==> config.mk <==
export PLATFORM = sky130hd
export DESIGN_NAME = cdma_xbar_router
export DESIGN_NICKNAME = d
export VERILOG_FILES = /design/src/rtl/cdma_xbar_router.sv
export SDC_FILE = /design/constraint.sdc
export NUM_CORES = 1
export LEC_CHECK = 0
export BUFFER_PORTS_ARGS = -buffer_cell sky130_fd_sc_hd__buf_2
export CAP_MARGIN = 20
export CORE_ASPECT_RATIO = 1.1
export CORE_UTILIZATION = 45
export DETAILED_ROUTE_END_ITERATION = 12
export GPL_TIMING_DRIVEN = 0
export PLACE_DENSITY_LB_ADDON = 0.12
export SYNTH_ARGS = -nofsm -noshare
export SYNTH_HDL_FRONTEND = slang
export SYNTH_SLANG_ARGS = --single-unit
export TNS_END_PERCENT = 30
==> constraint.sdc <==
create_clock -name clk -period 5.3 [get_ports clk]
set_clock_uncertainty 0.05 [all_clocks]
set_input_delay 0.53 -clock clk [delete_from_list [all_inputs] [get_ports clk]]
set_output_delay 0.53 -clock clk [all_outputs]
set_load 0.05 [all_outputs]
==> src/rtl/cdma_xbar_router.sv <==
// Registered NUM_IN x NUM_OUT crossbar: per-output round-robin arbiter and one-entry output slot.
// Packets addressed past the last user are accepted, discarded and counted.
module cdma_xbar_router #(
    parameter int DATA_W  = 4,
    parameter int NUM_IN  = 4,
    parameter int NUM_OUT = 4,
    parameter int DEST_W  = 2,
    parameter int SRC_W   = 2,
    parameter int CNT_W   = 8
) (
    input  logic                      clk,
    input  logic                      rst,
    input  logic [NUM_IN-1:0]         in_valid,
    input  logic [NUM_IN*DATA_W-1:0]  in_data,
    input  logic [NUM_IN*DEST_W-1:0]  in_dest,
    output logic [NUM_IN-1:0]         in_ready,
    output logic [NUM_OUT-1:0]        out_valid,
    output logic [NUM_OUT*DATA_W-1:0] out_data,
    output logic [NUM_OUT*SRC_W-1:0]  out_src,
    input  logic [NUM_OUT-1:0]        out_ready,
    output logic [CNT_W-1:0]          drop_cnt
);

    logic [NUM_OUT-1:0]              out_valid_q, out_valid_d;
    logic [NUM_OUT-1:0][DATA_W-1:0]  out_data_q, out_data_d;
    logic [NUM_OUT-1:0][SRC_W-1:0]   out_src_q, out_src_d;
    logic [NUM_OUT-1:0][SRC_W-1:0]   ptr_q, ptr_d;
    logic [CNT_W-1:0]                drop_cnt_q, drop_cnt_d;

    logic [NUM_OUT-1:0]              free;
    logic [NUM_OUT-1:0]              gnt_vld;
    logic [NUM_OUT-1:0][SRC_W-1:0]   gnt_idx;
    logic [NUM_IN-1:0]               bad_dest;
    logic [CNT_W:0]                  drop_sum;
    int                              n_drop;

    // A full slot that drains this cycle may be refilled on the same edge
    assign free = ~out_valid_q | out_ready;

    always_comb begin
        int idx;
        idx     = 0;
        gnt_vld = '0;
        gnt_idx = '0;
        for (int o = 0; o < NUM_OUT; o++) begin
            if (free[o]) begin
                for (int k = 0; k < NUM_IN; k++) begin
                    idx = int'(ptr_q[o]) + k;
                    if (idx >= NUM_IN) idx = idx - NUM_IN;
                    if (!gnt_vld[o] && in_valid[idx] &&
                        in_dest[idx*DEST_W +: DEST_W] == DEST_W'(o)) begin
                        gnt_vld[o] = 1'b1;
                        gnt_idx[o] = SRC_W'(idx);
                    end
                end
            end
        end
    end

    always_comb begin
        logic rdy;
        rdy      = 1'b0;
        in_ready = '0;
        bad_dest = '0;
        n_drop   = 0;
        for (int i = 0; i < NUM_IN; i++) begin
            bad_dest[i] = {1'b0, in_dest[i*DEST_W +: DEST_W]}
                          >= (DEST_W+1)'(NUM_OUT);
            rdy = bad_dest[i];
            for (int o = 0; o < NUM_OUT; o++) begin
                if (gnt_vld[o] && gnt_idx[o] == SRC_W'(i)) rdy = 1'b1;
            end
            in_ready[i] = rdy & ~rst;
            if (in_valid[i] && bad_dest[i] && !rst) n_drop = n_drop + 1;
        end
    end

    always_comb begin
        out_valid_d = out_valid_q;
        out_data_d  = out_data_q;
        out_src_d   = out_src_q;
        ptr_d       = ptr_q;
        for (int o = 0; o < NUM_OUT; o++) begin
            if (gnt_vld[o]) begin
                out_valid_d[o] = 1'b1;
                out_data_d[o]  = in_data[int'(gnt_idx[o])*DATA_W +: DATA_W];
                out_src_d[o]   = gnt_idx[o];
                if (gnt_idx[o] == SRC_W'(NUM_IN-1)) ptr_d[o] = '0;
                else ptr_d[o] = gnt_idx[o] + SRC_W'(1);
            end else if (out_ready[o]) begin
                out_valid_d[o] = 1'b0;
            end
        end
        drop_sum   = {1'b0, drop_cnt_q} + (CNT_W+1)'(n_drop);
        drop_cnt_d = drop_sum[CNT_W] ? '1 : drop_sum[CNT_W-1:0];
    end

    always_ff @(posedge clk or posedge rst) begin
        if (rst) begin
            out_valid_q <= '0;
            out_data_q  <= '0;
            out_src_q   <= '0;
            ptr_q       <= '0;
            drop_cnt_q  <= '0;
        end else begin
            out_valid_q <= out_valid_d;
            out_data_q  <= out_data_d;
            out_src_q   <= out_src_d;
            ptr_q       <= ptr_d;
            drop_cnt_q  <= drop_cnt_d;
        end
    end

    assign out_valid = out_valid_q;
    assign out_data  = out_data_q;
    assign out_src   = out_src_q;
    assign drop_cnt  = drop_cnt_q;

endmodule
# Yosys cells after proc, flatten, opt, wreduce, memory -nomap -nowiden
# Cells that the tools add are included.
[classes]
reduce_logical = 68
shifts = 20
n_addsub = 32
n_lt_le_gt_ge = 32
bitwise_logic = 7
eq_ne = 24
muxes = 160
[ops]
columns = ["cell", "n"]
rows = [
  ["$mux W32", 32],
  ["$lt A32 B4 Y1 const B", 16],
  ["$shiftx A8 B32 Y2", 16],
  ["$mux W1", 88],
  ["$shiftx A16 B5 Y4", 4],
  ["$mux W2", 24],
  ["$sub A3 B3 Y4 const B", 12],
  ["$logic_and A1 B1 Y1", 44],
  ["$ge A3 B3 Y1 const B", 12],
  ["$bmux W1 S2", 16],
  ["$eq A2 B2 Y1 const B", 16],
  ["$add A2 B2 Y3 const B", 8],
  ["$eq A2 B1 Y1 const B", 8],
  ["$logic_not A2 Y1", 8],
  ["$sub A2 B3 Y4 const B", 4],
  ["$add A2 B1 Y3 const B", 4],
  ["$ge A2 B3 Y1 const B", 4],
  ["$logic_not A1 Y1", 12],
  ["$add A2 B1 Y2 const B", 4],
  ["$reduce_bool A2 Y1", 4],
  ["$and A1 B1 Y1", 4],
  ["$not A4 Y4", 1],
  ["$or A4 B4 Y4", 1],
  ["$not A1 Y1", 1],
]
[word_totals]
output_inout_bits = 40
reg_bits = 36

# Logic depth before layout (Yosys ltp)
# Gate-level depths: netlist of the first run.
[logic_depth]
word_depth = 31
ltp_mapped = 13

# Worst setup path before layout of the first run
# Ideal clock, no wire load.
[synth_timing]
path_type = "reg-to-output"
from = "register ptr_q[7] (netlist name)"
to = "output port in_ready[1]"
n_path_buf = 1
path_slack_ns = 1.323
required_ns = 4.720
t_arrival_ns = 3.397
stages_incl_launch_ff = 13
cell_sequence = "dfrtp_1 -> clkbuf_1 -> inv_1 -> ha_1 -> nand4b_1 -> a211oi_1 -> nor2_1 -> and4_1 -> o31a_1 -> inv_1 -> ha_1 -> a2bb2oi_1 -> a31oi_1"
[synth_lines]
columns = ["element", "line_no", "source"]
rows = [
  ["from (decl)", "27", "logic [NUM_OUT-1:0][SRC_W-1:0] ptr_q, ptr_d;"],
  ["from (signal assigned)", "109", "ptr_q <= ptr_d;"],
  ["to (decl)", "16", "output logic [NUM_IN-1:0] in_ready,"],
]

# Final worst setup path of the first run
[layout_timing]
from = "register ptr_q[2] (netlist name)"
to = "output port in_ready[0]"
[layout_between]
elab_chain_cells = 30
word_cells_on_any_way = 68
classes_between = "add/sub (7); order compare (4); eq/ne (4); shift (4); mux (36); bitwise (1); reduce/logical (12)"
[layout_rtl]
columns = ["element", "line_no", "source"]
rows = [
  ["branches (longest 25 deep; another with $sub A2 B3 Y4)", "-", ""],
  ["$logic_and A1 B1 Y1 *", "71", "if (gnt_vld[o] && gnt_idx[o] == SRC_W'(i)) rdy = 1'b1;"],
  ["$mux W1 * (3 in a row)", "71", ""],
  ["$and A1 B1 Y1 *", "73", "in_ready[i] = rdy & ~rst;"],
]
# Every way passes the cells marked *. The select of a mux whose other input is x is not followed.

==> metrics.txt, run 1 <==
Worst-Skew Late Latency 0.29 ns; final hold violations 0; Detail Placement HPWL 7810 um; Pins Over Slew Limit 0; VDD IR-drop max between 400 and 500 uV; FP Rows 34; die area 8530 um2; RSZ-0062 raised after global routing false; post-synthesis simple-gate area fraction 23.3%; post-layout util a little over half; CP max FO 10; Yosys warning count 0; period utilisation layout between 80 and 90%; area grow syn2layout 14.6%; setup bufs post-CTS 0; cts hold-fix bufs 0; CP Capture Type output port; combinational family with the most area after synthesis simple AND/OR/NAND/NOR gates; Avg Inst Size Synth a little under 9 um2; DRC violations left 0; Static Leak 0.00201 uW; final setup fails 0; number of global-route vias before repair about 3400; r2r worst-path depth 10; wire per inst between 15 and 20 um; clock slew at reported path FFs approximately 0.08 ns; Bufs on Longest Clock Path 2; ys async rst share 100%; Post-synth EDFFs 0; fin worst setup slack 0.663 ns; clock sinks 36; TritonCTS Buffers 5; Chip Width just under 90 um; critical path class register to output port; Placed Instance Area 4120 um2; Arr. time, crit path a little over 4 ns; Synth Area in XOR/XNOR 0%; worst slew pin tran just over 0.8 ns; core region area 7910 um2; PortBufs 56; CTS Root Cell clkbuf_8; DRT antenna net count 0; Mapped Area around 3700 um2; Relative slew margins 46.2%; H-Tree Depth 2; first-pass GRT wire length 16600 um; initial DRC count 262; largest net degree at the start of global routing 37; Final #Nets 549; fin crit period roughly 4.6 ns; count of different cell masters after synthesis 68; PwrDens between 600 and 700 nW/um2; Synth Flop Type dfrtp_1; Final Cell Area 4210 um2; gr ovfl total 0; Die Span Y ~97 um; TNS Setup 0 ns; WHS 0.374 ns; max_cap viols 0; initial antenna violation count 0; commonest non-fill, non-tap cell in the layout buf_2; gr usage total approximately 25%; sequential area share after synthesis 24.5%; highest-count cells in the layout ignoring fill and taps 65 x buf_2, 50 x nand2_1, 40 x mux2i_1; clock tree from TritonCTS built; post-cts resize count 0; HP Class input pin to async pin; Mapped Cells roughly 420; vias per cell 5.82; GPL Wtd Cong 0.860; Initial Util 46.5%; FMAX ~0.22 GHz; pre-CTS WS 1.01 ns; adder and majority gate portion of the synthesized area roughly a tenth; compound-gate portion of the synthesized area about 22%; layout cells sized above 1 between 20% and 30%; # diodes 0; via count 3461; I/O pin count 74; routed wire length 10300 um; Worst Path Required 4.72 ns; CP Launch Type register; drt first pass iters 5; mux contribution to synthesized area 13.0%; post-synthesis register bit count 36; status completed
## sequential cells by signal, summed over array words and instances, names as in the netlist
name / count
out_src: 8
out_valid: 4
ptr_q: 8
out_data: 16
## worst paths after layout
| check | from | to | slack [ns] |
|---|---|---|---|
| min in group clk | out_src[7] | out_src[7] | 0.42 |
| setup reg to reg | ptr_q[7] | out_data[15] | 1.86 |
| setup / recovery | ptr_q[2] | in_ready[0] | 0.66 |
| max in group asynchronous | rst | out_src[1] | 4.32 |
| hold reg to reg | out_src[7] | out_src[7] | 0.42 |
| hold / removal | rst | out_data[0] | 0.37 |
## critical path: stages, from the launching register on
cell and delay, ns:
dfrtp_1 0.43, buf_2 0.26, inv_1 0.14, ha_1 0.35, a211oi_1 0.54, nor2_1 0.13
a2bb2oi_1 0.18, o21ai_1 0.45, nand2_1 0.28, ha_1 0.29, a222oi_1 0.34, a21oi_1 0.14
buf_2 0.24
## cells in the mapped netlist (3+ instances only)
cell type	n	share of area, %
a21oi_1	12	1.6
mux2i_1	40	11
o21ai_0	7	0.95
a31oi_1	5	0.85
buf_6	4	1.2
a211oi_1	10	2.0
buf_2	9	1.2
nand4_1	5	0.85
nand3_1	11	1.5
nand4b_1	4	0.95
nor2b_1	7	1.2
a22oi_1	6	1.2
nor3_1	5	0.68
buf_4	10	2.0
dfrtp_1	36	25
a21o_1	5	1.0
mux2_2	4	1.2
ha_1	28	9.5
nor4b_1	3	0.71
o221ai_1	9	2.1
nand2_1	50	5.1
o211ai_1	13	2.7
a211o_1	3	0.71
clkbuf_1	6	0.61
inv_1	22	2.2
and2_1	5	0.85
a222oi_1	3	0.82
nor2_1	13	1.3
nor3b_1	11	2.2
nand2b_1	5	0.85
nand3b_1	10	2.0
and3_1	3	0.51
o211a_1	7	1.9
## final cells by class
class,count,area (um2)
repair buffers,56,280
multi-input cells,336,2530
fillers,788,3700
flip-flops and latches,36,901
clock buffers,7,96.3
well taps,108,135
plain buffers,29,188
inverters,23,86.3
## cell families after synthesis
| kind of cell | Yosys count |
|---|---|
| buf+inv | 52 |
| mux | 46 |
| simple gates | 148 |
| fa+ha+maj | 28 |
| compound gates | 106 |
| flops | 36 |
| other cells | 1 |
## layer usage
layer | part of all wire [%] | GRT usage [%] | vias to the layer above | wire (um)
met3 | 5.1 | 2.47 | 14 | 518
met2 | 48 | 40.4 | 103 | 4950
met1 | 45 | 33.9 | 1651 | 4620
li1 | - | - | 1693 | -
met4 | 1.6 | 6.95 | 0 | 162
met5 | 0 | 0 | - | 0
## report_power, final
group	internal (uW)	total (uW)	switching [uW]	leakage (uW)
Sequential	419	515	96.1	0.000428
Clock	116	221	105	0.0000503
Combinational	687	2080	1390	0.00153
## metrics by stage
step | cells | total power (uW)
2_1_floorplan | 424 | 2120
3_3_place_gp | 588 | 2560
3_5_place_dp | 588 | 2590
4_1_cts | 595 | 2820
5_1_grt | 595 | 3030
6_report | 595 | 2820
No activity file was read; power rests on OpenSTA's default activity.
==> run 2, diff against run 1 <==
GPL_TIMING_DRIVEN = default   (was 0)
HOLD_SLACK_MARGIN = 0.06   (was default)
==> metrics.txt, run 2 (synthesis results as in run 1) <==
fin crit period 4.52 ns (was 4.64 ns); Die Span Y 96.8 um (unchanged); die area 8530 um2 (unchanged); Static Leak 0.00194 uW (was 0.00201 uW); clock tree from TritonCTS built (unchanged); largest net degree at the start of global routing 20 (was 37); gr usage total 25.0% (was 24.6%); via count 3503 (was 3461); DRT antenna net count 0 (unchanged); Bufs on Longest Clock Path 2 (unchanged); Arr. time, crit path 3.94 ns (was 4.06 ns); TritonCTS Buffers 5 (unchanged); final hold violations 0 (unchanged); post-cts resize count 0 (unchanged); Reg2Reg Setup Slack 1.82 ns (was 1.86 ns); period utilisation layout 85.3% (was 87.5%); Pint 1190 uW (was 1220 uW); PwrDens 678 nW/um2 (was 668 nW/um2); GPL Wtd Cong 0.849 (was 0.860); fin worst setup slack 0.780 ns (was 0.663 ns); drt first pass iters 5 (unchanged); Detail Placement HPWL 8050 um (was 7810 um); Relative slew margins 47.8% (was 46.2%); clock slew at reported path FFs 0.07 ns (was 0.08 ns); CP Capture Type output port (unchanged); max_cap viols 0 (unchanged); Worst-Skew Late Latency 0.28 ns (was 0.29 ns); vias per cell 6.06 (was 5.82); CP max FO 14 (was 10); Clock power frac 7.7% (was 7.9%); highest-count cells in the layout ignoring fill and taps 65 x buf_2, 50 x nand2_1, 40 x mux2i_1 (unchanged); sequential fraction of design power 20.4% (was 18.3%); pre-CTS WS 1.13 ns (was 1.01 ns); RSZ-0062 raised after global routing false (unchanged); combinational power share 71.8% (was 73.9%); I/O pin count 74 (unchanged); first-pass GRT wire length 16600 um (about the same); wire per inst 18.2 um (was 17.2 um); Pins Over Slew Limit 0 (unchanged); FP Rows 34 (unchanged); Final #Nets 532 (was 549); initial antenna violation count 0 (unchanged); commonest non-fill, non-tap cell in the layout buf_2 (unchanged); worst slew pin tran 0.781 ns (was 0.806 ns); TNS Setup 0 ns (unchanged); Initial Util 46.5% (unchanged); Chip Width 88.2 um (unchanged); core region area 7910 um2 (unchanged); status completed (unchanged); DRC violations left 0 (unchanged); initial DRC count 262 (unchanged); critical path class register to output port (unchanged); final setup fails 0 (unchanged); NetSw 1580 uW (was 1590 uW); H-Tree Depth 2 (unchanged); Worst Path Required 4.72 ns (about the same); Switching Fraction 57.1% (was 56.6%); routed wire length 10500 um (was 10300 um); gr ovfl total 0 (unchanged); FMAX 0.221 GHz (was 0.216 GHz); number of global-route vias before repair 3400 (was 3389); cts hold-fix bufs 0 (unchanged); area grow syn2layout 11.4% (was 14.6%); # diodes 0 (unchanged); clock sinks 36 (unchanged); setup bufs post-CTS 0 (unchanged); layout cells sized above 1 19.1% (was 20.9%); Largest register FFs 16 (unchanged); PortBufs 65 (was 56); CTS Root Cell clkbuf_8 (unchanged); HP Class input pin to async pin (unchanged); VDD IR-drop max 337 uV (was 451 uV); CP Launch Type register (unchanged)
==> run 2: cell types whose count changed in the layout (fill, tap and decap cells not counted), sizes merged <==
cell    change
buf        -11
clkbuf      -6
==> run 2: layer usage <==
layer	share of wire [%]	vias up	global-route usage, %
li1	-	1657	-
met1	43	1710	32.6
met2	50	121	41.9
met3	5.3	15	3.24
met4	1.9	0	8.56
met5	0	-	0
==> run 2: worst paths after layout <==
| path | start | to | cells after the start |
|---|---|---|---|
| min | rst | out_data[14] | 2 |
| max reg2reg | ptr_q[4] | ptr_q[5] | 11 |
| min reg2reg | out_src[7] | out_src[7] | 1 |
| max | ptr_q[4] | in_ready[1] | 12 |
| max in group asynchronous | rst | out_data[15] | 3 |
| min in group clk | out_src[7] | out_src[7] | 1 |
==> run 2: per-stage QoR <==
stage	area, um2	util (%)	std cells	total power, uW	hold WS, ns
after floorplan	3700	-	424	2120	0.503
after global placement	4000	50.5	571	2530	0.408
after detailed placement	4000	50.5	571	2550	0.416
after CTS	4090	51.7	578	2780	0.375
after global routing	4090	51.7	578	2990	0.420
final	4090	51.7	578	2770	0.356
==> run 2: area by class of cell <==
cell class | instances | area, um2
inverters | 23 | 86.3
fillers | 795 | 3820
well taps | 108 | 135
multi-input cells | 336 | 2530
clock buffers | 7 | 96.3
flip-flops and latches | 36 | 901
repair buffers | 68 | 348
==> run 2: worst max-delay path, stage by stage (launching register included) <==
cell and delay [ns]:
dfrtp_1 0.65, inv_1 0.20, ha_1 0.39, inv_1 0.13, mux4_2 0.52, a21oi_2 0.21, a211oi_1 0.13, nor3_2 0.42
buf_4 0.27, ha_1 0.16, nand2_1 0.04, a31oi_1 0.22, buf_2 0.31
==> run 2: power groups by stage <==
stage	Clock [uW]	Combinational (uW)	Sequential [uW]
2_1_floorplan	0	1250	876
3_3_place_gp	0	1970	564
3_5_place_dp	0	1980	571
4_1_cts	221	1990	566
5_1_grt	232	2160	590
6_report	214	1990	567
==> run 3, diff against run 2 <==
GPL_TIMING_DRIVEN = 0   (was default)
MAX_ROUTING_LAYER = met4   (was default)
==> metrics.txt, run 3 (synthesis results as in run 1) <==
H-Tree Depth 2 (unchanged); post-cts resize count 0 (unchanged); vias per cell 5.84 (was 6.06); FP Rows 34 (unchanged); commonest non-fill, non-tap cell in the layout buf_2 (unchanged); total power 2810 uW (was 2770 uW); Largest register FFs 16 (unchanged); RR Startpoint ptr_q[2] (was ptr_q[4]); Final Cell Area 4210 um2 (was 4090 um2); period utilisation layout 88.0% (was 85.3%); Arr. time, crit path 4.08 ns (was 3.94 ns); Final #Nets 549 (was 532); gr ovfl total 0 (unchanged); critical path cell sequence buf_2 -> inv_1 -> ha_1 -> a211oi_1 -> nor2_1 -> a2bb2oi_1 -> o21ai_1 -> nand2_1 -> ha_1 -> a222oi_1 -> a21oi_1 -> buf_2 (was inv_1 -> ha_1 -> inv_1 -> mux4_2 -> a21oi_2 -> a211oi_1 -> nor3_2 -> buf_4 -> ha_1 -> nand2_1 -> a31oi_1 -> buf_2); # diodes 0 (unchanged); Reg area 901 um2 (unchanged); final setup fails 0 (unchanged); wire per inst 17.4 um (was 18.2 um); Bufs on Longest Clock Path 2 (unchanged); CP Launch Type register (unchanged); TNS Setup 0 ns (unchanged); Die Span Y 96.8 um (unchanged); RSZ-0062 raised after global routing false (unchanged); critical path class register to output port (unchanged); setup bufs post-CTS 0 (unchanged); first-pass GRT wire length 16700 um (was 16600 um); clock tree from TritonCTS built (unchanged); post-layout util 53.2% (was 51.7%); TritonCTS Buffers 5 (unchanged); VDD IR-drop max 378 uV (was 337 uV); Worst Path Required 4.72 ns (about the same); Static Leak 0.00201 uW (was 0.00194 uW); I/O pin count 74 (unchanged); core region area 7910 um2 (unchanged); Detail Placement HPWL 7890 um (was 8050 um); via count 3481 (was 3503); worst slew pin tran 0.799 ns (was 0.781 ns); largest net degree at the start of global routing 37 (was 20); gr usage total 25.5% (was 25.0%); clock slew at reported path FFs 0.08 ns (was 0.07 ns); CTS Root Cell clkbuf_8 (unchanged); DRC violations left 0 (unchanged); WHS 0.371 ns (was 0.356 ns); initial DRC count 280 (was 262); Critical path origin ptr_q[2] (was ptr_q[4]); routed wire length 10300 um (was 10500 um); number of global-route vias before repair 3451 (was 3400); Buf/Inv on CP 3 (was 4); PwrDens 668 nW/um2 (was 678 nW/um2); Pins Over Slew Limit 0 (unchanged); FMAX 0.214 GHz (was 0.221 GHz); filler cell count 776 (was 795); PortBufs 56 (was 65); DRT antenna net count 0 (unchanged); area grow syn2layout 14.6% (was 11.4%); max_cap viols 0 (unchanged); clock sinks 36 (unchanged); HP Class input pin to async pin (unchanged); cts hold-fix bufs 0 (unchanged); GPL Wtd Cong 0.890 (was 0.849); die area 8530 um2 (unchanged); Chip Width 88.2 um (unchanged); CP Capture Type output port (unchanged); drt first pass iters 4 (was 5); fin crit period 4.66 ns (was 4.52 ns); Worst-Skew Late Latency 0.29 ns (was 0.28 ns); CP top delay family compound AO/OA/AOI/OAI gates (was buffers and inverters); status completed (unchanged); CP max FO 10 (was 14); final hold violations 0 (unchanged); layout cells sized above 1 20.9% (was 19.1%); area of the multi-input gates 2530 um2 (unchanged); highest-count cells in the layout ignoring fill and taps 65 x buf_2, 50 x nand2_1, 40 x mux2i_1 (unchanged); max incr delay on CP 0.58 ns (was 0.65 ns); Critical Path Slowest Stage Cell a211oi_1 (was dfrtp_1); Placed Instance Area 4120 um2 (was 4000 um2); Relative slew margins 46.7% (was 47.8%); initial antenna violation count 0 (unchanged); Initial Util 46.5% (unchanged)
[run 3: cell count changes in the layout (fill, tap and decap cells not counted), sizes merged]
cell | previous run | this run
clkbuf | 7 | 13
buf | 68 | 79
clkinvlp | 0 | 1
[run 3: routing by layer]
| metal | vias to the layer above | share of wire (%) | GRT usage (%) | wire length [um] |
|---|---|---|---|---|
| met5 | - | 0 | - | 0 |
| met4 | 0 | 1.8 | 7.82 | 187 |
| met3 | 14 | 4.0 | 2.47 | 413 |
| met2 | 95 | 50 | 42.4 | 5210 |
| met1 | 1680 | 44 | 32.2 | 4540 |
| li1 | 1692 | - | - | - |
[run 3: worst paths after layout]
check                               endpoint  slack (ns)  cells after the start
worst max-delay path             in_ready[0]        0.64                     12
worst min-delay path            out_data[14]        0.37                      2
worst max register to register      ptr_q[3]        1.80                     11
worst min register to register    out_src[7]        0.42                      1
max in group asynchronous       out_valid[0]        4.32                      2
min in group clk                  out_src[7]        0.42                      1
[run 3: stage by stage]
step	worst slack (ns)	cells
after floorplan	1.32	424
after global placement	1.04	588
after detailed placement	1.04	588
after CTS	0.700	596
after global routing	0.434	596
final	0.638	596
[run 3: layout make-up]
type | instances | share of cell area [%]
multi-input combinational | 336 | 60.0
sequential | 36 | 21.4
timing repair buffer | 56 | 6.65
buffer | 29 | 4.46
tap | 108 | 3.21
clock buffer | 7 | 2.05
inverter | 23 | 2.05
clock inverter | 1 | 0.178
[run 3: power by group]
part | switching [uW] | internal, uW | total (uW)
combinational | 1400 | 688 | 2080
sequential | 98.9 | 419 | 518
clock | 104 | 106 | 210
